`src/rtl/vga_mode_loader.sv`:
```
// vga_mode_loader: programs the VGA core's four timing/colour registers over a
// Wishbone write-only master, one register per strobe, enable word written last.
// Latency: first strobe the cycle after start; each write is strobe..ack then a
// one-cycle gap; done pulses one cycle after the last gap (12 cycles with a 1-cycle slave).
// Backpressure: the strobe is held with stable address/data until wb_ack_i; a start
// arriving while busy is dropped.
//
// Ports: clk/reset (sync, active-high); start, mode_sel, color request a mode;
// wb_* is the Wishbone master; busy/done/error report sequence status.
// Optional macro VGA_MODE_LOADER_TIMEOUT_EN: abandon a write after TIMEOUT strobe
// cycles without ack, flag error and finish without done.
module vga_mode_loader #(
  parameter logic [31:0] BASE_ADDR = 32'h0400_0000,
  parameter int          TIMEOUT   = 16
) (
  input  logic        clk,
  input  logic        reset,
  input  logic        start,
  input  logic [1:0]  mode_sel,
  input  logic [11:0] color,
  output logic [31:0] wb_addr_o,
  output logic [31:0] wb_data_o,
  output logic [3:0]  wb_sel_o,
  output logic        wb_we_o,
  output logic        wb_stb_o,
  output logic        wb_cyc_o,
  input  logic        wb_ack_i,
  output logic        busy,
  output logic        done,
  output logic        error
);

  typedef enum logic [1:0] {IDLE, WRITE, GAP, FINISH} state_t;

  state_t      state, state_nxt;
  logic [1:0]  idx, idx_nxt;
  logic        error_nxt;
  logic        mode_on;     // latched: 1 = 640x480, 0 = blank
  logic [11:0] color_q;
  logic        timed_out;

  wire accept = (state == IDLE) && start;

`ifdef VGA_MODE_LOADER_TIMEOUT_EN
  logic [7:0] tmo_cnt;

  // Zero whenever the strobe is down, so it restarts on every strobe assertion.
  always_ff @(posedge clk) begin
    if (reset || state != WRITE) tmo_cnt <= '0;
    else if (!wb_ack_i)          tmo_cnt <= tmo_cnt + 8'd1;
  end

  assign timed_out = (state == WRITE) && !wb_ack_i && (tmo_cnt == 8'(TIMEOUT - 1));
`else
  logic [7:0] unused_timeout;
  assign unused_timeout = 8'(TIMEOUT);
  assign timed_out      = 1'b0;
`endif

  always_ff @(posedge clk) begin
    if (reset) begin
      state   <= IDLE;
      idx     <= '0;
      error   <= 1'b0;
      mode_on <= 1'b0;
      color_q <= '0;
    end else begin
      state <= state_nxt;
      idx   <= idx_nxt;
      error <= error_nxt;
      if (accept) begin
        mode_on <= (mode_sel == 2'd1);
        color_q <= color;
      end
    end
  end

  always_comb begin
    state_nxt = state;
    idx_nxt   = idx;
    error_nxt = error;
    case (state)
      IDLE: begin
        if (start) begin
          idx_nxt   = '0;
          error_nxt = mode_sel[1];  // modes 2/3 are reserved
          state_nxt = mode_sel[1] ? FINISH : WRITE;
        end
      end
      WRITE: begin
        if (wb_ack_i) begin
          state_nxt = GAP;
        end else if (timed_out) begin
          error_nxt = 1'b1;
          state_nxt = FINISH;
        end
      end
      GAP: begin
        if (idx == 2'd3) begin
          state_nxt = FINISH;
        end else begin
          idx_nxt   = idx + 2'd1;
          state_nxt = WRITE;
        end
      end
      default: state_nxt = IDLE;  // FINISH
    endcase
  end

  // Mode field values; everything is zero in blank mode.
  logic [9:0] h_sync_start, h_sync_end, h_active_end;
  logic [9:0] v_sync_start, v_sync_end, v_active_end;
  assign h_sync_start = mode_on ? 10'd656 : 10'd0;
  assign h_sync_end   = mode_on ? 10'd752 : 10'd0;
  assign h_active_end = mode_on ? 10'd640 : 10'd0;
  assign v_sync_start = mode_on ? 10'd490 : 10'd0;
  assign v_sync_end   = mode_on ? 10'd492 : 10'd0;
  assign v_active_end = mode_on ? 10'd480 : 10'd0;

  // Outputs decode straight from state so a reset edge drops the strobe at once.
  always_comb begin
    wb_addr_o = '0;
    wb_data_o = '0;
    wb_sel_o  = '0;
    wb_stb_o  = 1'b0;
    if (state == WRITE) begin
      wb_stb_o = 1'b1;
      wb_sel_o = 4'hF;
      // idx2 targets +0xC and idx3 +0x8 so the enable word lands last.
      case (idx)
        2'd0: begin
          wb_addr_o = BASE_ADDR;
          wb_data_o = {2'b0, h_sync_start, h_sync_end, 10'd0};
        end
        2'd1: begin
          wb_addr_o = BASE_ADDR + 32'h4;
          wb_data_o = {2'b0, v_sync_start, v_sync_end, 10'd0};
        end
        2'd2: begin
          wb_addr_o = BASE_ADDR + 32'hC;
          wb_data_o = {20'b0, color_q};
        end
        default: begin
          wb_addr_o = BASE_ADDR + 32'h8;
          wb_data_o = {9'b0, mode_on, mode_on, mode_on, h_active_end, v_active_end};
        end
      endcase
    end
  end

  assign wb_we_o  = wb_stb_o;
  assign wb_cyc_o = wb_stb_o;
  assign busy     = (state != IDLE);
  assign done     = (state == FINISH) && !error;

endmodule

```
`config.mk`:
```
export PLATFORM = sky130hd
export DESIGN_NAME = vga_mode_loader
export DESIGN_NICKNAME = d
export VERILOG_FILES = /design/src/rtl/vga_mode_loader.sv
export SDC_FILE = /design/constraint.sdc
export NUM_CORES = 1
export LEC_CHECK = 0
export ABC_CLOCK_PERIOD_IN_PS = 2800
export BUFFER_PORTS_ARGS = -buffer_cell sky130_fd_sc_hd__buf_2
export CORE_MARGIN = 2
export CORE_UTILIZATION = 44
export CTS_BUF_LIST = sky130_fd_sc_hd__clkbuf_16
export CTS_CLUSTER_SIZE = 16
export DETAILED_ROUTE_END_ITERATION = 12
export PLACE_DENSITY = 0.85
export SLEW_MARGIN = 0
export SYNTH_ARGS = -nofsm -noshare
export SYNTH_HDL_FRONTEND = slang
export SYNTH_SLANG_ARGS = --single-unit
```
`constraint.sdc`:
```
create_clock -name clk -period 2.8 [get_ports clk]
set_input_delay 0.56 -clock clk [delete_from_list [all_inputs] [get_ports clk]]
set_output_delay 0.56 -clock clk [all_outputs]
set_load 0.01 [all_outputs]
```
# ---- Yosys cells after proc, flatten, opt, wreduce, memory -nomap -nowiden
# Cells that the tools add are included.
# W data, S select, Z words.
dict set report word_totals {
  wordCells 46
  out_inout_bits 74
  input_bits 18
  register_bits 18
}
dict set report op_classes {
  n_mux 20
  addsub 1
  reduce_logical 10
  n_eq_ne 10
}
# op n
set ops {}
lappend ops {{$pmux W30 S3} 1}
lappend ops {{$mux W10} 3}
lappend ops {{$mux W30} 1}
lappend ops {{$mux W27} 1}
lappend ops {{$mux W9} 3}
lappend ops {{$mux W2} 6}
lappend ops {{$pmux W4 S3} 1}
lappend ops {{$eq A2 B2 Y1 const B} 4}
lappend ops {{$eq A2 B1 Y1 const B} 3}
lappend ops {{$ne A2 B2 Y1 const B} 3}
lappend ops {{$pmux W2 S3} 1}
lappend ops {{$logic_not A2 Y1} 2}
lappend ops {{$mux W4} 1}
lappend ops {{$pmux W2 S2} 1}
lappend ops {{$reduce_and A2 Y1} 2}
lappend ops {{$reduce_bool A2 Y1} 2}
lappend ops {{$reduce_and A3 Y1} 1}
lappend ops {{$add A2 B1 Y2 const B} 1}
lappend ops {{$logic_and A1 B1 Y1} 2}
lappend ops {{$logic_not A1 Y1} 1}
lappend ops {{$mux W1} 1}

# ---- Longest topological paths before layout
# Gate-level depths: netlist (run 1).
dict set report logic_depth {
  ltp_word 3
  ltp_mapped 6
  mapped_depth_nobuf 4
}

# ---- Worst setup path after synthesis (run 1)
# No wires, ideal clock.
dict set report synth_timing {
  path_type {register to output}
  from {register state[1]}
  to {output wb_data_o[13]}
  path_buffers 2
  required_ns 2.240
  path_slack_ns 0.589
  stages_incl_launch_ff 6
  arrival_time_ns 1.651
  path_cell_list {dfxtp_1 > clkbuf_2 > nor2b_2 > nand2_1 > nor3b_1 > buf_4}
}
dict set report synth_via {
  elab_chain_cells 2
}
# element line
set synth_rtl {}
lappend synth_rtl {{start: declaration} 35} ;# state_t state, state_nxt;
lappend synth_rtl {{start signal: assignment} 68} ;# state <= state_nxt;
lappend synth_rtl {{$eq A2 B1 Y1} 126} ;# if (state == WRITE) begin
lappend synth_rtl {{$mux W30} 126}
lappend synth_rtl {{end: declaration} 22} ;# output logic [31:0] wb_data_o,
# Every way passes these cells.

# ---- Final worst setup path (run 1)
dict set report layout_timing {
  from {register state[0]}
  to {output wb_data_o[25]}
}
# Same word-level chain as after synthesis.

==> key figures, run 1 <==
Synthesis
  – Ys flop type: dfxtp_1
  – EDFF count, synth: 0
  – Post-Syn Area: 1330 µm²
  – Syn Area/Cell: 7.70 µm²
  – Share of Yosys cell area claimed by the top area cell type: 27.6%
  – Top post-synthesis cells by count: buf_4 (49), nand2_1 (29), dfxtp_1 (18)
  – Area contributors post-synth: buf_4 (28%), dfxtp_1 (27%), nand2_1 (8.2%)
  – Ys async rst share: 0%
  – Sequential fraction of the synthesis area: 27.0%
  – Most numerous cell in the Yosys netlist: buf_4
  – Gate Count Post-Synth: 173
  – Synthesis-stage register bit count: 18
  – Synth area leader: buf_4
  – Ys Warns: 0
  – Distinct cells, synth: 31

Setup path
  – Max incr delay on CP: 510 ps
  – Setup crit end kind: output pin
  – Worst EP required: 2240 ps
  – WS Path Type: register to output pin
  – CP Max Fanout: 10
  – Worst setup path start: state[0]
  – Worst-path cell chain: nor2b_2 > nand2_1 > nor3b_1 > buf_2
  – Critical Path Start Type: register
  – R2R Path Start: idx[0]
  – Critical-path top delay cell: dfxtp_1
  – Worst path arrival time: 1830 ps
  – Worst reg-to-reg path cell count: 4

CTS
  – Clock transition at path regs: 50 ps
  – Latest clock arrival within the worst-skew pair: 250 ps
  – Clock tree buffer depth: 2
  – CTS tree: done
  – Root Buffer: clkbuf_16
  – CTS buffer count: 3
  – Hold_buf cts: 0
  – Sinks on Clock Net: 18
  – H-Tree Depth: 1
  – Post-CTS Setup Bufs: 0
  – Post-cts resize count: 0

Place
  – Dpl cells: 236
  – Pre-CTS setup slack: 670 ps
  – Buffers added on ports: 60
  – Area post-placement: 1360 µm²
  – GP Congestion: 0.721
  – Hpwl dp: 1.90 mm

STA
  – Slew headroom: 58.6%
  – Worst setup margin: 410 ps
  – Least-Margin Pin Slew: 620 ps
  – Setup violators final: 0
  – Min Tclk post-route: 2390 ps
  – Clk_skew: 3.02 ps
  – Count of pins over their slew limit: 0
  – Setup tns final: 0 ps
  – RSZ-0062 raised after global routing: false
  – Final Hold Viols: 0
  – Final Cycle Share: 85.4%
  – Fmax: 0.418 GHz

Power and ir drop
  – Total power: 0.000707 W
  – Maximum vdd drop: 316 µV
  – P per Cell Area: 492 nW/µm²
  – Leak: 0.838 nW

Drt
  – Drt wl/cell: 10.7 µm
  – DR DRC count: 0
  – Detailed-route via count: 1108
  – Routed WL: 2.57 mm
  – DRT antenna net count: 0
  – Pre-antenna DRT Iters: 4
  – DRT iter0 DRCs: 64
  – Drt via density: 4.62

Die
  – Cell Rows: 19
  – Die span in x: 59.0 µm
  – Core footprint: 2810 µm²
  – Io pins: 92
  – Die Y: 59.0 µm
  – Initial Utilization: 47.5%
  – Die area: 3480 µm²

Global routing
  – Initial antenna violation count: 0
  – Global-route wire length before repair: 3.93 mm
  – Total congestion overflow: 0
  – Largest net degree at the start of global routing: 21
  – Vias in the first global route: 860
  – Tot GR Track Use: 14.7%

Layout
  – # diodes: 0
  – Final #Nets: 232
  – Layout cells sized above 1: 32.5%
  – Area Growth Syn to Fin: 7.70%
  – Final Non-Filler Cells: 240
  – Design Area, Final: 1440 µm²

Run
  – Max-Cap Viols: 0

Worst hold path
  – Min-delay src: color_q[11]
  – Hold depth: 2
  – Hold Path Class: register to register

Run status
  – Status: finished, final reports clean
-- stage by stage --
step	utilization [%]	hold slack, ps
after floorplan	-	432
after global placement	48.3	438
after detailed placement	48.3	447
after CTS	51.2	453
after global routing	51.2	475
final	51.2	453
-- routing by layer --
metal / track usage (%) / up-vias / share of wire (%) / wire length (µm)
met5: 0 / - / 0 / 0
met1: 19.6 / 476 / 43 / 1120
met2: 22.9 / 75 / 45 / 1160
met3: 5.02 / 2 / 11 / 279
met4: 3.90 / 0 / 0.74 / 19
li1: - / 555 / - / -
-- cell families after synthesis --
group / Yosys count / synth area share, %
and+or+nand+nor: 64 / 24.9
buffers and inverters: 61 / 33.2
AOI/OAI and AO/OA: 25 / 10.8
DFF: 18 / 27.0
adders and majority gates: 4 / 3.76
other: 1 / 0.281
-- final timing paths --
| kind | slack (ps) | end |
|---|---|---|
| setup / recovery | 410 | wb_data_o[25] |
| hold / removal | 450 | color_q[11] |
| setup reg to reg | 1330 | idx[0] |
| hold reg to reg | 450 | color_q[11] |
-- layout make-up --
| type | instances | area [µm²] |
|---|---|---|
| multi-input cells | 124 | 642 |
| well taps | 31 | 38.8 |
| fillers | 281 | 1370 |
| repair buffers | 61 | 308 |
| clock buffers | 3 | 75.1 |
| flip-flops and latches | 18 | 360 |
| inverters | 2 | 7.51 |
| clock inverters | 1 | 3.75 |
-- state kept, by name (all words and copies together) (netlist names) --
| signal | flops |
|---|---|
| state | 2 |
| color_q | 12 |
| idx | 2 |
| mode_on | 1 |
| error | 1 |
-- worst max-delay path: cells and delay by family (launching register included) --
| family | cells | cell delay, ps |
|---|---|---|
| buf+inv | 1 | 230 |
| flops | 1 | 510 |
| simple gates | 3 | 850 |
-- power breakdown --
group | leakage, nW | internal (W) | switching, W
combinational | 0.652 | 0.0000490 | 0.0000851
clock | 0.0385 | 0.000190 | 0.0000929
sequential | 0.147 | 0.000274 | 0.0000157
total | 0.838 | 0.000513 | 0.000194
-- placed cells by master, fill, tap and decap left out --
master	synthesis	layout
clkbuf_16	0	3
ha_1	4	4
nor2_1	8	8
nor3b_1	3	3
nand2b_1	1	1
conb_1	1	31
nand2_1	29	29
clkinv_1	0	1
buf_4	49	1
nor3_1	2	2
buf_2	2	60
dfxtp_1	18	18
inv_1	2	2
nor2b_2	1	1
nand2_2	1	1
or3b_1	2	2
nor3b_4	1	1
or4_1	1	1
or2_2	1	1
o31ai_1	1	1
o21a_1	1	1
a21o_1	4	4
a221oi_1	1	1
nand3_1	1	1
and2_1	2	2
o21ai_0	2	2
a21oi_1	16	16
and3_1	9	9
nand3b_1	2	2
Note: power is estimated with default switching activity, not from simulation.
==> run 2: changes to the inputs <==
ABC_AREA = 1   (was not set)
CORE_UTILIZATION = 45   (was 44)
SKIP_LAST_GASP = 1   (was not set)
==> run 2 against run 1 <==
  * Synthesized cell count is 14% higher
  * Sequential power is 9.3% higher
  * Worst hold slack better by 25 ps
  * Global-route usage is 0.30 points lower
  * Non-clock buffer count is 1 lower
  * Total power is 17% higher
  * Clock skew is 1.9 ps lower
  * Fmax is 9.6% higher
  * Critical path type unchanged
  * Critical endpoint is now wb_data_o[13]
==> key figures, run 2 <==
Synthesis
  – Area contributors post-synth: buf_4 (26%), dfxtp_1 (26%), nor2_1 (9.1%)
  – Top post-synthesis cells by count: buf_4 (49), nor2_1 (34), nand2_1 (22)
  – Share of Yosys cell area claimed by the top area cell type: 26.3%
  – Synthesis-stage register bit count: 18
  – Gate Count Post-Synth: 198
  – Ys flop type: dfxtp_1
  – Synth Area in Adders: 3.58%
  – Distinct cells, synth: 25
  – Post-Synth Simple-Gate Area: 26.9%
  – Most numerous cell in the Yosys netlist: buf_4
  – Mux share of post-synthesis cell area: 0%
  – Synth area leader: buf_4
  – EDFF count, synth: 0
  – Ys async rst share: 0%
  – XOR/XNOR share of the synthesized area: 0%
  – Ys Warns: 0
  – Syn Area/Cell: 7.06 µm²
  – Post-synthesis compound-gate area fraction: 9.49%
  – Sequential fraction of the synthesis area: 25.8%
  – Post-Syn Area: 1400 µm²
  – Largest family of logic cells by synthesized area: buffers and inverters

Die
  – Die span in x: 59.7 µm
  – Cell Rows: 20
  – Core footprint: 3000 µm²
  – Io pins: 92
  – Die Y: 59.7 µm
  – Die area: 3570 µm²
  – Initial Utilization: 46.5%

STA
  – Min Tclk post-route: 2180 ps
  – Fmax: 0.458 GHz
  – Final Hold Viols: 0
  – Setup violators final: 0
  – Final Cycle Share: 77.9%
  – RSZ-0062 raised after global routing: false
  – Setup tns final: 0 ps
  – Count of pins over their slew limit: 0
  – Worst hold slack: 477 ps
  – Clk_skew: 1.15 ps

Layout
  – Fillers: 326
  – Commonest cells after routing, fill and taps aside: buf_2 (60), nor2_1 (34), conb_1 (31)
  – Final #Nets: 260
  – Largest regs: color_q (12), idx (2), state (2)
  – Max reg flops: 12
  – Area Growth Syn to Fin: 7.97%
  – Commonest non-fill, non-tap cell in the layout: buf_2
  – Final Non-Filler Cells: 269
  – # diodes: 0
  – Largest reg by FF count: color_q
  – Layout cells sized above 1: 34.7%

CTS
  – Post-cts resize count: 0
  – H-Tree Depth: 1
  – CTS tree: done
  – Sinks on Clock Net: 18
  – Latest clock arrival within the worst-skew pair: 240 ps
  – CTS buffer count: 3
  – Post-CTS Setup Bufs: 0
  – Clock transition at path regs: 50 ps
  – Clock tree buffer depth: 2
  – Root Buffer: clkbuf_16
  – Hold_buf cts: 0

Place
  – GP Congestion: 0.763
  – Hpwl dp: 2.02 mm
  – Buffers added on ports: 60
  – Dpl cells: 266

Worst hold path
  – WHS Endpoint: color_q[9]
  – Hold depth: 2
  – Min-delay src: color_q[9]
  – Hold Path Class: register to register

Setup path
  – Worst path arrival time: 1620 ps
  – FF-to-FF setup slack: 1550 ps
  – Worst EP required: 2240 ps
  – R2R Path Start: idx[0]
  – R2r endpoint: idx[0]
  – CP Max Fanout: 12
  – Setup crit end kind: output pin
  – Worst reg-to-reg path cell count: 5
  – WS Path Type: register to output pin
  – Critical Path Start Type: register

Drt
  – Routed WL: 2.56 mm
  – DRT iter0 DRCs: 28
  – DRT antenna net count: 0
  – Drt wl/cell: 9.50 µm
  – Pre-antenna DRT Iters: 3
  – DR DRC count: 0
  – Detailed-route via count: 1190
  – Drt via density: 4.42

Power and ir drop
  – P per Cell Area: 548 nW/µm²
  – Maximum vdd drop: 277 µV
  – Leak: 0.838 nW

Global routing
  – Global-route wire length before repair: 3.91 mm
  – Total congestion overflow: 0
  – Initial antenna violation count: 0
  – Largest net degree at the start of global routing: 19
  – Tot GR Track Use: 14.4%
  – Vias in the first global route: 968

Run
  – Max-Cap Viols: 0

Run status
  – Status: finished, final reports clean
## run 2: changes by cell type after synthesis, moves of 3 or more
cell,previous run,this run
nor2_4,0,3
a21o_1,4,0
nand2_1,29,22
a21oi_1,16,7
nor3b_1,3,0
nor2_1,8,34
nor2_2,0,10
nand3_1,1,8
and3_1,9,0
inv_1,2,11
o21ai_0,2,15
## run 2: layout make-up
type / instances / area (µm²) / area share, %
clock buffer: 3 / 75.1 / 4.98
timing repair buffer: 60 / 300 / 19.9
inverter: 14 / 57.6 / 3.81
sequential: 18 / 360 / 23.9
tap: 33 / 41.3 / 2.74
multi-input combinational: 141 / 674 / 44.7
## run 2: cells by family after synthesis
logic type	count (synthesis)
compound gates	25
fa+ha+maj	4
buf+inv	69
flops	18
other cells	1
simple gates	81
## run 2: worst max path at each step
stage                         from             to  slack (ps)  cells after the start
after detailed placement  state[0]  wb_data_o[25]         850                      5
final                     state[0]  wb_data_o[13]         620                      5
after global routing      state[0]  wb_data_o[18]         410                      5
after global placement    state[0]  wb_data_o[12]         910                      5
after floorplan           state[0]  wb_data_o[13]         740                      5
after CTS                 state[0]  wb_data_o[25]         590                      5
## run 2: per-stage QoR
stage	worst slack (ps)	utilization (%)	power, W	area (µm²)
2_1_floorplan	737	-	0.000559	1510
3_3_place_gp	908	47.8	0.000556	1430
3_5_place_dp	847	47.8	0.000565	1430
4_1_cts	589	50.2	0.000839	1510
5_1_grt	414	50.2	0.000892	1510
6_report	619	50.2	0.000826	1510
## run 2: power breakdown
group,switching [W],total (W),leakage [nW],internal (W)
clock,0.0000840,0.000271,0.0370,0.000187
combinational,0.000159,0.000238,0.653,0.0000795
sequential,0.0000270,0.000317,0.149,0.000290
## run 2: critical path, stage by stage, from the launching register on
cell,delay (ps)
dfxtp_1,440
inv_2,100
nor2_4,220
nand3_1,170
nor2_1,260
buf_2,190
## run 2: per-layer routing
metal	vias to the layer above	part of all wire (%)	GRT usage, %
met5	-	0	0
met4	0	0.47	3.81
met3	2	8.5	4.33
met2	58	51	28.1
met1	519	40	14.6
li1	611	-	-
